<file path="config.mk">
export PLATFORM = sky130hd
export DESIGN_NAME = spi_slv_frame_ctrl_flat
export DESIGN_NICKNAME = d
export VERILOG_FILES = /design/src/rtl/spi_slv_pkg.sv /design/src/rtl/spi_slv_frame_ctrl_if.sv /design/src/rtl/spi_slv_txfifo.sv /design/src/rtl/spi_slv_frame_ctrl.sv /design/src/flat_wrapper.sv
export SDC_FILE = /design/constraint.sdc
export NUM_CORES = 1
export LEC_CHECK = 0
export ABC_AREA = 1
export CAP_MARGIN = 20
export CORE_MARGIN = 1.5
export CORE_UTILIZATION = 47
export DETAILED_ROUTE_END_ITERATION = 7
export PLACE_DENSITY = 0.77
export SLEW_MARGIN = 20
export SYNTH_ARGS = -nofsm -noshare
export SYNTH_HDL_FRONTEND = slang
export SYNTH_SLANG_ARGS = --single-unit
</file>
<file path="constraint.sdc">
create_clock -name S_SYSCLK -period 4.3 [get_ports S_SYSCLK]
set_input_delay 0.86 -clock S_SYSCLK [delete_from_list [all_inputs] [get_ports S_SYSCLK]]
set_output_delay 0.86 -clock S_SYSCLK [all_outputs]
set_load 0.05 [all_outputs]
</file>
<file path="src/rtl/spi_slv_pkg.sv">
// Shared types and constants for the SPI slave frame controller.
package spi_slv_pkg;

  typedef enum logic [1:0] {
    StIdle,
    StArmed,
    StActive,
    StClose
  } state_e;

  // {CPOL, CPHA}
  localparam logic [1:0] SPI_MODE0 = 2'b00;
  localparam logic [1:0] SPI_MODE1 = 2'b01;
  localparam logic [1:0] SPI_MODE2 = 2'b10;
  localparam logic [1:0] SPI_MODE3 = 2'b11;

  localparam int unsigned FRAME_CNT_W = 16;

  // S_WCHAR resets to this bit replicated across the character width
  localparam logic WCHAR_RST_FILL = 1'b1;

endpackage

</file>
<file path="src/rtl/spi_slv_frame_ctrl_if.sv">
// Host-side TX push / RX pop handshake bundle for the SPI slave frame controller.
interface spi_slv_frame_ctrl_if #(
  parameter int unsigned CHAR_NBITS = 32
);
  logic [CHAR_NBITS-1:0] TX_DATA;
  logic                  TX_VALID;
  logic                  TX_READY;
  logic [CHAR_NBITS-1:0] RX_DATA;
  logic                  RX_VALID;
  logic                  RX_READY;

  modport master (
    output TX_DATA, TX_VALID, RX_READY,
    input  TX_READY, RX_DATA, RX_VALID
  );

  modport slave (
    input  TX_DATA, TX_VALID, RX_READY,
    output TX_READY, RX_DATA, RX_VALID
  );
endinterface

</file>
<file path="src/rtl/spi_slv_txfifo.sv">
// Small synchronous FIFO with head-word lookahead; Depth must be a power of two.
module spi_slv_txfifo #(
  parameter int unsigned Width = 32,
  parameter int unsigned Depth = 4
) (
  input  logic             clk_i,
  input  logic             rst_i,
  input  logic             push_i,
  input  logic [Width-1:0] wdata_i,
  input  logic             pop_i,
  output logic [Width-1:0] head_o,
  output logic             full_o,
  output logic             empty_o
);
  localparam int unsigned AddrW = $clog2(Depth);
  localparam int unsigned CntW  = AddrW + 1;
  localparam logic [CntW-1:0] DepthC = CntW'(Depth);

  logic [Width-1:0] mem_q [Depth];
  logic [AddrW-1:0] wptr_q, rptr_q;
  logic [CntW-1:0]  cnt_q;
  logic             push_ok, pop_ok;

  assign full_o  = (cnt_q == DepthC);
  assign empty_o = (cnt_q == '0);
  // When full, a simultaneous pop frees the slot being written
  assign push_ok = push_i & (~full_o | pop_i);
  assign pop_ok  = pop_i & ~empty_o;
  assign head_o  = mem_q[rptr_q];

  // Pointer and occupancy tracking; pointers wrap naturally modulo Depth
  always_ff @(posedge clk_i or posedge rst_i) begin
    if (rst_i) begin
      wptr_q <= '0;
      rptr_q <= '0;
      cnt_q  <= '0;
    end else begin
      if (push_ok) wptr_q <= wptr_q + AddrW'(1);
      if (pop_ok)  rptr_q <= rptr_q + AddrW'(1);
      cnt_q <= cnt_q + CntW'(push_ok) - CntW'(pop_ok);
    end
  end

  // Storage array, no reset needed
  always_ff @(posedge clk_i) begin
    if (push_ok) mem_q[wptr_q] <= wdata_i;
  end

endmodule

</file>
<file path="src/rtl/spi_slv_frame_ctrl.sv">
// Frame sequencing controller for the SPI slave character transceiver.
// Optional build macro SPI_SLV_CTRL_STATS_EN adds saturating error-event counters.
module spi_slv_frame_ctrl
  import spi_slv_pkg::*;
#(
  parameter int unsigned CHAR_NBITS = 32,
  parameter int unsigned TXF_DEPTH  = 4
) (
  input  logic                   S_SYSCLK,
  input  logic                   S_RESET,
  input  logic                   C_ENABLE,
  input  logic [1:0]             C_MODE,
  input  logic                   C_REV,
  input  logic                   C_LOOP,
  input  logic [3:0]             C_CHAR_LEN,
  input  logic [CHAR_NBITS-1:0]  C_DUMMY,
  spi_slv_frame_ctrl_if.slave    host,
  output logic                   FRAME_DONE,
  output logic [FRAME_CNT_W-1:0] FRAME_CHARS,
  output logic                   ERR_UNDERRUN,
  output logic                   ERR_OVERRUN,
  input  logic                   ERR_CLR,
  output logic                   BUSY,
  output logic                   S_ENABLE,
  output logic                   S_CPOL,
  output logic                   S_CPHA,
  output logic                   S_LOOP,
  output logic                   S_REV,
  output logic [3:0]             S_CHAR_LEN,
  output logic [CHAR_NBITS-1:0]  S_WCHAR,
  input  logic                   S_CHAR_DONE,
  input  logic [CHAR_NBITS-1:0]  S_RCHAR,
  input  logic                   S_SPI_SEL
`ifdef SPI_SLV_CTRL_STATS_EN
  ,
  output logic [FRAME_CNT_W-1:0] STAT_UNDERRUNS,
  output logic [FRAME_CNT_W-1:0] STAT_OVERRUNS
`endif
);

  state_e                 state_q, state_d;
  logic [1:0]             sel_sync_q;
  logic [2:0]             done_sync_q;
  logic                   sel_lo, char_evt, entry, evt_act, frame_end;
  logic [1:0]             mode_q;
  logic                   rev_q, loop_q;
  logic [3:0]             char_len_q;
  logic [CHAR_NBITS-1:0]  wchar_q, wchar_d, fifo_head;
  logic                   cur_fifo_q, cur_fifo_d;
  logic                   fifo_full, fifo_empty, fifo_pop, fifo_push;
  logic [FRAME_CNT_W-1:0] cnt_q, cnt_d, frame_chars_q, frame_chars_d;
  logic [CHAR_NBITS-1:0]  rx_data_q, rx_data_d;
  logic                   rx_valid_q, rx_valid_d;
  logic                   under_q, under_d, under_set;
  logic                   over_q, over_d, over_set;

  // Two-flop synchronisers plus one extra stage on done for rising-edge detection
  always_ff @(posedge S_SYSCLK or posedge S_RESET) begin
    if (S_RESET) begin
      sel_sync_q  <= 2'b11;
      done_sync_q <= '0;
    end else begin
      sel_sync_q  <= {sel_sync_q[0], S_SPI_SEL};
      done_sync_q <= {done_sync_q[1:0], S_CHAR_DONE};
    end
  end

  assign sel_lo   = ~sel_sync_q[1];
  assign char_evt = done_sync_q[1] & ~done_sync_q[2];

  // State register
  always_ff @(posedge S_SYSCLK or posedge S_RESET) begin
    if (S_RESET) state_q <= StIdle;
    else         state_q <= state_d;
  end

  // Next-state logic; disable in ACTIVE is deferred until the frame closes
  always_comb begin
    state_d = state_q;
    unique case (state_q)
      StIdle:   if (C_ENABLE) state_d = StArmed;
      StArmed: begin
        if (!C_ENABLE)   state_d = StIdle;
        else if (sel_lo) state_d = StActive;
      end
      StActive: if (!sel_lo) state_d = StClose;
      StClose:  state_d = C_ENABLE ? StArmed : StIdle;
      default:  state_d = StIdle;
    endcase
  end

  // State-decoded outputs
  always_comb begin
    S_ENABLE   = (state_q != StIdle);
    BUSY       = (state_q == StActive);
    FRAME_DONE = (state_q == StClose);
  end

  assign entry     = (state_q == StArmed) && (state_d == StActive);
  assign frame_end = (state_q == StActive) && (state_d == StClose);
  assign evt_act   = char_evt && (state_q == StActive);

  // Transceiver configuration tracks C_ inputs only outside a frame
  always_ff @(posedge S_SYSCLK or posedge S_RESET) begin
    if (S_RESET) begin
      mode_q     <= SPI_MODE0;
      rev_q      <= 1'b0;
      loop_q     <= 1'b0;
      char_len_q <= '0;
    end else if (state_q == StIdle || state_q == StArmed) begin
      mode_q     <= C_MODE;
      rev_q      <= C_REV;
      loop_q     <= C_LOOP;
      char_len_q <= C_CHAR_LEN;
    end
  end

  assign S_CPOL     = mode_q[1];
  assign S_CPHA     = mode_q[0];
  assign S_REV      = rev_q;
  assign S_LOOP     = loop_q;
  assign S_CHAR_LEN = char_len_q;

  assign fifo_push     = host.TX_VALID & host.TX_READY;
  assign host.TX_READY = ~fifo_full & ~S_RESET;

  spi_slv_txfifo #(
    .Width (CHAR_NBITS),
    .Depth (TXF_DEPTH)
  ) u_txfifo (
    .clk_i   (S_SYSCLK),
    .rst_i   (S_RESET),
    .push_i  (fifo_push),
    .wdata_i (host.TX_DATA),
    .pop_i   (fifo_pop),
    .head_o  (fifo_head),
    .full_o  (fifo_full),
    .empty_o (fifo_empty)
  );

  // TX word selection: preview head in ARMED, commit (pop) at frame entry and each character
  always_comb begin
    fifo_pop   = 1'b0;
    wchar_d    = wchar_q;
    cur_fifo_d = cur_fifo_q;
    under_set  = evt_act && !cur_fifo_q;
    if (state_q == StArmed) wchar_d = fifo_empty ? C_DUMMY : fifo_head;
    if (entry || evt_act) begin
      fifo_pop   = ~fifo_empty;
      cur_fifo_d = ~fifo_empty;
      wchar_d    = fifo_empty ? C_DUMMY : fifo_head;
    end
  end

  // Frame character counter, saturating; snapshot taken as the frame closes
  always_comb begin
    cnt_d         = cnt_q;
    frame_chars_d = frame_chars_q;
    if (entry) cnt_d = '0;
    else if (evt_act && cnt_q != {FRAME_CNT_W{1'b1}}) cnt_d = cnt_q + FRAME_CNT_W'(1);
    if (frame_end) frame_chars_d = cnt_d;
  end

  // RX capture; a full holding register drops the new character
  always_comb begin
    rx_data_d  = rx_data_q;
    rx_valid_d = rx_valid_q;
    over_set   = 1'b0;
    if (rx_valid_q && host.RX_READY) rx_valid_d = 1'b0;
    if (char_evt) begin
      if (rx_valid_q && !host.RX_READY) begin
        over_set = 1'b1;
      end else begin
        rx_data_d  = S_RCHAR;
        rx_valid_d = 1'b1;
      end
    end
  end

  // Sticky error flags: a set in the same cycle as a clear wins
  always_comb begin
    under_d = under_set ? 1'b1 : (ERR_CLR ? 1'b0 : under_q);
    over_d  = over_set  ? 1'b1 : (ERR_CLR ? 1'b0 : over_q);
  end

  // Datapath registers
  always_ff @(posedge S_SYSCLK or posedge S_RESET) begin
    if (S_RESET) begin
      wchar_q       <= {CHAR_NBITS{WCHAR_RST_FILL}};
      cur_fifo_q    <= 1'b0;
      cnt_q         <= '0;
      frame_chars_q <= '0;
      rx_data_q     <= '0;
      rx_valid_q    <= 1'b0;
      under_q       <= 1'b0;
      over_q        <= 1'b0;
    end else begin
      wchar_q       <= wchar_d;
      cur_fifo_q    <= cur_fifo_d;
      cnt_q         <= cnt_d;
      frame_chars_q <= frame_chars_d;
      rx_data_q     <= rx_data_d;
      rx_valid_q    <= rx_valid_d;
      under_q       <= under_d;
      over_q        <= over_d;
    end
  end

  assign S_WCHAR       = wchar_q;
  assign FRAME_CHARS   = frame_chars_q;
  assign host.RX_DATA  = rx_data_q;
  assign host.RX_VALID = rx_valid_q;
  assign ERR_UNDERRUN  = under_q;
  assign ERR_OVERRUN   = over_q;

`ifdef SPI_SLV_CTRL_STATS_EN
  logic [FRAME_CNT_W-1:0] stat_under_q, stat_over_q;

  // Saturating error-event counters; an event coinciding with a clear counts once
  always_ff @(posedge S_SYSCLK or posedge S_RESET) begin
    if (S_RESET) begin
      stat_under_q <= '0;
      stat_over_q  <= '0;
    end else begin
      if (ERR_CLR) stat_under_q <= FRAME_CNT_W'(under_set);
      else if (under_set && stat_under_q != {FRAME_CNT_W{1'b1}})
        stat_under_q <= stat_under_q + FRAME_CNT_W'(1);
      if (ERR_CLR) stat_over_q <= FRAME_CNT_W'(over_set);
      else if (over_set && stat_over_q != {FRAME_CNT_W{1'b1}})
        stat_over_q <= stat_over_q + FRAME_CNT_W'(1);
    end
  end

  assign STAT_UNDERRUNS = stat_under_q;
  assign STAT_OVERRUNS  = stat_over_q;
`endif

endmodule
</file>
<file path="src/flat_wrapper.sv">
// flat-port wrapper written by rule: the top's interface ports become plain ports
module spi_slv_frame_ctrl_flat import spi_slv_pkg::*;
#(
  parameter int unsigned CHAR_NBITS = 32,
  parameter int unsigned TXF_DEPTH  = 4
)
  (S_SYSCLK, S_RESET, C_ENABLE, C_MODE, C_REV, C_LOOP, C_CHAR_LEN, C_DUMMY, FRAME_DONE, FRAME_CHARS, ERR_UNDERRUN, ERR_OVERRUN, ERR_CLR, BUSY, S_ENABLE, S_CPOL, S_CPHA, S_LOOP, S_REV, S_CHAR_LEN, S_WCHAR, S_CHAR_DONE, S_RCHAR, S_SPI_SEL, host_TX_DATA, host_TX_VALID, host_RX_READY, host_TX_READY, host_RX_DATA, host_RX_VALID);
  spi_slv_frame_ctrl_if #(.CHAR_NBITS(CHAR_NBITS)) host_i ();
  input  logic S_SYSCLK;
  input  logic S_RESET;
  input  logic C_ENABLE;
  input  logic [1:0] C_MODE;
  input  logic C_REV;
  input  logic C_LOOP;
  input  logic [3:0] C_CHAR_LEN;
  input  logic [CHAR_NBITS-1:0] C_DUMMY;
  output logic FRAME_DONE;
  output logic [FRAME_CNT_W-1:0] FRAME_CHARS;
  output logic ERR_UNDERRUN;
  output logic ERR_OVERRUN;
  input  logic ERR_CLR;
  output logic BUSY;
  output logic S_ENABLE;
  output logic S_CPOL;
  output logic S_CPHA;
  output logic S_LOOP;
  output logic S_REV;
  output logic [3:0] S_CHAR_LEN;
  output logic [CHAR_NBITS-1:0] S_WCHAR;
  input  logic S_CHAR_DONE;
  input  logic [CHAR_NBITS-1:0] S_RCHAR;
  input  logic S_SPI_SEL;
  input wire logic [$bits(host_i.TX_DATA)-1:0] host_TX_DATA;
  input wire logic [$bits(host_i.TX_VALID)-1:0] host_TX_VALID;
  input wire logic [$bits(host_i.RX_READY)-1:0] host_RX_READY;
  output wire logic [$bits(host_i.TX_READY)-1:0] host_TX_READY;
  output wire logic [$bits(host_i.RX_DATA)-1:0] host_RX_DATA;
  output wire logic [$bits(host_i.RX_VALID)-1:0] host_RX_VALID;
  assign host_i.TX_DATA = host_TX_DATA;
  assign host_i.TX_VALID = host_TX_VALID;
  assign host_i.RX_READY = host_RX_READY;
  assign host_TX_READY = host_i.TX_READY;
  assign host_RX_DATA = host_i.RX_DATA;
  assign host_RX_VALID = host_i.RX_VALID;
  spi_slv_frame_ctrl #(.CHAR_NBITS(CHAR_NBITS), .TXF_DEPTH(TXF_DEPTH)) u_core (.S_SYSCLK(S_SYSCLK), .S_RESET(S_RESET), .C_ENABLE(C_ENABLE), .C_MODE(C_MODE), .C_REV(C_REV), .C_LOOP(C_LOOP), .C_CHAR_LEN(C_CHAR_LEN), .C_DUMMY(C_DUMMY), .host(host_i), .FRAME_DONE(FRAME_DONE), .FRAME_CHARS(FRAME_CHARS), .ERR_UNDERRUN(ERR_UNDERRUN), .ERR_OVERRUN(ERR_OVERRUN), .ERR_CLR(ERR_CLR), .BUSY(BUSY), .S_ENABLE(S_ENABLE), .S_CPOL(S_CPOL), .S_CPHA(S_CPHA), .S_LOOP(S_LOOP), .S_REV(S_REV), .S_CHAR_LEN(S_CHAR_LEN), .S_WCHAR(S_WCHAR), .S_CHAR_DONE(S_CHAR_DONE), .S_RCHAR(S_RCHAR), .S_SPI_SEL(S_SPI_SEL));
endmodule
</file>
* Word-level counts from Yosys, hierarchy flattened
Memory sizes are Yosys's and may differ from the RTL's. Cells that the tools add are included.
Word-level totals: logic and storage cells 82, input port bits 112, memories 1, bits in registers 122, output and inout bits 95, bits in writable memories 128
Memories:
- u_core.u_txfifo.mem_q | words 4, width 32, rd ports 1, clocked after memory_dff 0, write ports 1, RTL line spi_slv_txfifo.sv:19 | logic [Width-1:0] mem_q [Depth];
Operators by class: equal/unequal tests 7, muxes and demuxes 22, reductions and logical operators 18, bitwise gates (word level) 11, $add $sub $neg 5
Operators with widths (number):
- two-way mux 32 bit | 3
- two-way mux 16 bit | 2
- adder 16 x 1 -> 16 bit, second input constant | 1
- inequality test 16 bit, second input constant | 1
- two-way mux 1 bit | 12
- equality test 2 bit, second input constant | 4
- two-way mux 2 bit | 4
- case mux 2 bit (4 select lines) | 1
- nonzero test 2 bit | 4
- logical AND 1 bit | 7
- AND 1 bit | 5
- NOT 1 bit | 5
- adder 2 x 1 -> 2 bit, second input constant | 2
- adder 3 x 1 -> 3 bit | 1
- equality test 3 bit, second input constant | 1
- logical NOT 3 bit | 1
- subtractor 3 x 1 -> 3 bit | 1
- equality test 2 x 1 -> 1 bit, second input constant | 1
- logical NOT 1 bit | 2
- logical NOT 2 bit | 1
- logical OR 1 bit | 2
- AND reduction 2 bit | 1
- bitwise OR 1 bit | 1

* Depth between registers and ports, before layout
word-level depth 11, depth in mapped cells 11, gate-level depth less buffers 11

* Hierarchy
From an unflattened synthesis, not the netlist that was laid out.
Second synthesis, totals: cell total of the unflattened synthesis 916, area, all modules 10417.5 µm²
By module, submodules not included:
- spi_slv_txfifo | cells an instance 400, times used 1, area each 5256.3 µm²
- spi_slv_frame_ctrl | cells an instance 516, times used 1, area each 5161.2 µm²

* Worst setup path after synthesis
No wires, ideal clock.
kind input to register, from input port S_RESET, to memory u_core.u_txfifo.mem_q[0][0] (enable), cell stages on the path 3, data arrival time 3490 ps, path slack 389 ps, cells stage by stage a21oi_1 > nand2_1 > nor2_1
On the way: longest elaborated chain between the ends 6
Ends and longest elaborated chain:
- start: declaration | RTL line flat_wrapper.sv:10 | input logic S_RESET;
- NOT 1 bit | RTL line spi_slv_frame_ctrl.sv:125 | assign host.TX_READY = ~fifo_full & ~S_RESET;
- AND 1 bit | RTL line spi_slv_frame_ctrl.sv:125
- AND 1 bit | RTL line spi_slv_frame_ctrl.sv:124 | assign fifo_push = host.TX_VALID & host.TX_READY;
- AND 1 bit | RTL line spi_slv_txfifo.sv:27 | assign push_ok = push_i & (~full_o | pop_i);
- two-way mux 1 bit | RTL line spi_slv_txfifo.sv:46 | if (push_ok) mem_q[wptr_q] <= wdata_i;
- two-way mux 1 bit (not written as such) | RTL line spi_slv_txfifo.sv:46
- end: declaration | RTL line spi_slv_txfifo.sv:19
Every way passes these cells.

* Worst setup path in the final report
from register u_core.state_q[1], to output port BUSY
On the way: longest elaborated chain between the ends 1
Ends and longest elaborated chain:
- start: declaration | RTL line spi_slv_frame_ctrl.sv:41 | state_e state_q, state_d;
- start signal: assignment | RTL line spi_slv_frame_ctrl.sv:73 | if (S_RESET) state_q <= StIdle;
- start signal: assignment | RTL line spi_slv_frame_ctrl.sv:74 | else state_q <= state_d;
- equality test 2 bit | RTL line spi_slv_frame_ctrl.sv:95 | BUSY = (state_q == StActive);
- end: declaration | RTL line flat_wrapper.sv:22 | output logic BUSY;
Every way passes these cells.

==> metrics.json <==
{
  "global_route": {
    "total_overflow_reported_by_the_global_router": 0,
    "grt.met2_usage": 0.342,
    "largest_net_degree_at_the_start_of_global_routing": 67,
    "grtUsageMet1": 0.261,
    "antenna_violations_before_repair": 0,
    "number_of_global_route_vias_before_repair": 7017,
    "wire_length_of_the_first_global_routing_pass_um": 35600,
    "global_route_usage_over_all_layers": 0.199,
    "busiest_layer": "met2",
    "grt_use_met3": 0.0349
  },
  "floorplanning": {
    "start_util": 0.475,
    "die-width_um": 151,
    "num_io_pins": 207,
    "core_area_um2": 21700,
    "die_area_um2": 22800,
    "chipHeight_um": 151,
    "core.rowCount": 54
  },
  "worst_setup_path": {
    "cp_max_fo": 12,
    "crit_path_max_incr_delay_ns": 0.83,
    "cp.required_ns": 3.44,
    "worstPathBufferInverterCount": 2,
    "timing.setup.critical_path_class": "reg -> out",
    "cpMaxStageDelayCell": "clkdlybuf4s50_1",
    "critical-path-top-delay-family": "buffers and inverters",
    "list_of_cells_traversed_by_the_critical_path": "inv_2 > nor2_8 > clkdlybuf4s50_1",
    "worst-endpoint-arrival_ns": 2.36,
    "critPathCaptureType": "primary output",
    "timing.critical_path.from_type": "flip-flop"
  },
  "synth": {
    "synth_seq_area_share": 0.673,
    "synth_area_per_cell_um2": 11.3,
    "leading_cell_type_by_number_of_instances_after_synthesis": "nand2_1",
    "mappedNetlistNets": 1031,
    "yosys_warnings": 0,
    "synth.top_cells.by_count": "nand2_1, edfxtp_1, nor2_1, dfrtp_1, o21ai_0",
    "netlist_top_cells_area": "edfxtp_1, dfrtp_1, dfstp_2, nand2_1, nor2_1",
    "post_synth_instance_area_um2": 10300,
    "async_reset_ff_frac": 0.488,
    "netlist_instances": 911,
    "synth_largest_area_cell": "edfxtp_1",
    "yosys_register_bits": 250,
    "synth.distinct_cells": 33,
    "synth_enable_flop_cells": 128,
    "synth-main-ff-cell": "edfxtp_1",
    "post_synth_top_area_share": 0.373
  },
  "sta": {
    "setup_repair_after_global_routing_missed_its_margin": "false",
    "finalMaxSlewViolations": 0,
    "slew-limit-headroom": 0.319,
    "worst_clock_skew_ns": 0.0137,
    "worstMarginPinSlew_ns": 1.01,
    "min_period_over_period": 0.748,
    "hold_viol_final": 0,
    "fin_worst_hold_slack_ns": 0.351,
    "setup_viol": 0,
    "peak_freq_mhz": 311,
    "tns_ns": 0,
    "finalWorstPathRequiredPeriod_ns": 3.22
  },
  "finish": {
    "share_of_cells_above_drive_strength_1": 0.147,
    "layout_net_count": 1234,
    "area_delta_synth_final_pct": 30.7,
    "post_route_non_filler_standard_cell_count": 1412,
    "num_antenna_cells": 0
  },
  "place": {
    "dp_cells": 1367,
    "detailed_place_hpwl_um": 15000,
    "port_bufs": 206,
    "globalplace.congestion": 0.873
  },
  "clocking": {
    "clock_sink_count": 250,
    "cts_inserted_buffers": 25,
    "post-cts-setup-buffer-count": 0,
    "ctsLongestPathBuffers": 3,
    "cts-hold-fix-buffers": 0,
    "ctsRootBufferMaster": "clkbuf_16",
    "cts.clk_slew.worst_paths_ns": 0.07,
    "clock_latency_ns": 0.51,
    "post_cts_resized": 0,
    "cts-htree-levels": 1,
    "cts_tree": "done"
  },
  "power": {
    "cell_leakage_power_nw": 5.33,
    "maximum_ir_drop_on_the_vdd_rail_uv": 536,
    "p_per_area_nw_per_um2": 668
  },
  "drt": {
    "vias": 7342,
    "routed_wire_length_per_instance_um": 16.2,
    "number_of_nets_with_antenna_violations_after_routing": 0,
    "dr.first_iter.drc_count": 345,
    "wl_um": 22800,
    "remaining_drc_errors": 1,
    "dr.pass1.iters": 7,
    "viasPerCell": 5.20
  },
  "status": {
    "failed_checks": "DRC",
    "status": "finished, violations left"
  },
  "worst_hold_path": {
    "worst_hold_path_type": "reg -> reg"
  },
  "flow_run": {
    "number_of_max_capacitance_violations_reported": 0
  }
}
-- worst paths after layout --
kind | to | startpoint | slack [ns] | cells past startpoint
max | BUSY | u_core.state_q[1]$_DFF_PP0_ | 1.08 | 3
max reg2reg | u_core.S_WCHAR[13]$_DFFE_PP1P_ | u_core.u_txfifo.cnt_q[1]$_DFF_PP0_ | 1.68 | 6
min | u_core.done_sync_q[1]$_DFF_PP0_ | u_core.done_sync_q[0]$_DFF_PP0_ | 0.35 | 0
min reg2reg | u_core.done_sync_q[1]$_DFF_PP0_ | u_core.done_sync_q[0]$_DFF_PP0_ | 0.35 | 0
max in group asynchronous | u_core.S_WCHAR[19]$_DFFE_PP1P_ | S_RESET | 2.60 | 3
min in group asynchronous | u_core.S_CHAR_LEN[3]$_DFFE_PP0P_ | S_RESET | 0.88 | 2
-- layout make-up --
type / count / area (um^2)
fill: 1690 / 8220
clock buffer: 26 / 629
inverter: 50 / 190
timing repair buffer: 220 / 2170
multi-input combinational: 567 / 3000
clock inverter: 19 / 190
sequential: 250 / 6940
tap: 280 / 350
-- power breakdown --
group          switching (W)  internal, W  leakage, nW
sequential          0.000246      0.00312         2.62
combinational        0.00236      0.00112         2.31
clock               0.000903      0.00125        0.398
-- through the flow --
step	total power (W)	instance area [um^2]	utilization	worst slack, ns
global placement	0.00684	12700	0.583	1.13
global route	0.00947	13500	0.621	0.955
CTS	0.00909	13500	0.621	1.04
finish	0.00900	13500	0.621	1.08
detailed placement	0.00692	12700	0.583	1.09
floorplan	0.00575	10300	-	0.254
-- cell usage in the layout (no fill, tap or decap), drive strengths merged, types with 14 or more instances in the layout --
| cell | count |
|---|---|
| mux2 | 32 |
| edfxtp | 128 |
| inv | 51 |
| buf | 14 |
| clkdlybuf4s50 | 206 |
| nand3 | 23 |
| o22ai | 33 |
| a31oi | 33 |
| dfrtp | 88 |
| nand2 | 198 |
| dfstp | 34 |
| o21ai | 77 |
| nor2 | 135 |
| clkbuf | 26 |
-- flip-flops by register name (all words and copies together) (netlist names), 3 cells and up --
| register | cells |
|---|---|
| u_core.u_txfifo.mem_q | 128 |
| u_core.FRAME_CHARS | 16 |
| u_core.S_WCHAR | 32 |
| u_core.host.RX_DATA | 32 |
| u_core.done_sync_q | 3 |
| u_core.cnt_q | 16 |
| u_core.S_CHAR_LEN | 4 |
| u_core.u_txfifo.cnt_q | 3 |
-- routing by layer --
metal | up-vias | wire length, um
met5 | - | 0
met4 | 0 | 331
met3 | 27 | 1690
met2 | 267 | 11100
met1 | 3531 | 9700
li1 | 3517 | -
-- cells by family (layout without fill, tap and decap cells) --
logic type,count (synthesis),in the layout,share of synthesized area
and+or+nand+nor,363,363,0.148
DFF,250,250,0.673
AOI/OAI and AO/OA,154,154,0.0863
buffers and inverters,94,315,0.0392
muxes,32,32,0.0350
xor gates and xnor gates,10,10,0.00850
adders and majority gates,8,8,0.0104
-- worst reg2reg max path, cell delays in order, from the launching register on --
cell and delay [ns]:
dfrtp_1 0.38, nor2_1 0.08, nand2_1 0.43, buf_4 0.37
clkinv_1 0.85, nand2_1 0.28, a31oi_1 0.12
Power figures use the tool's default switching activity.
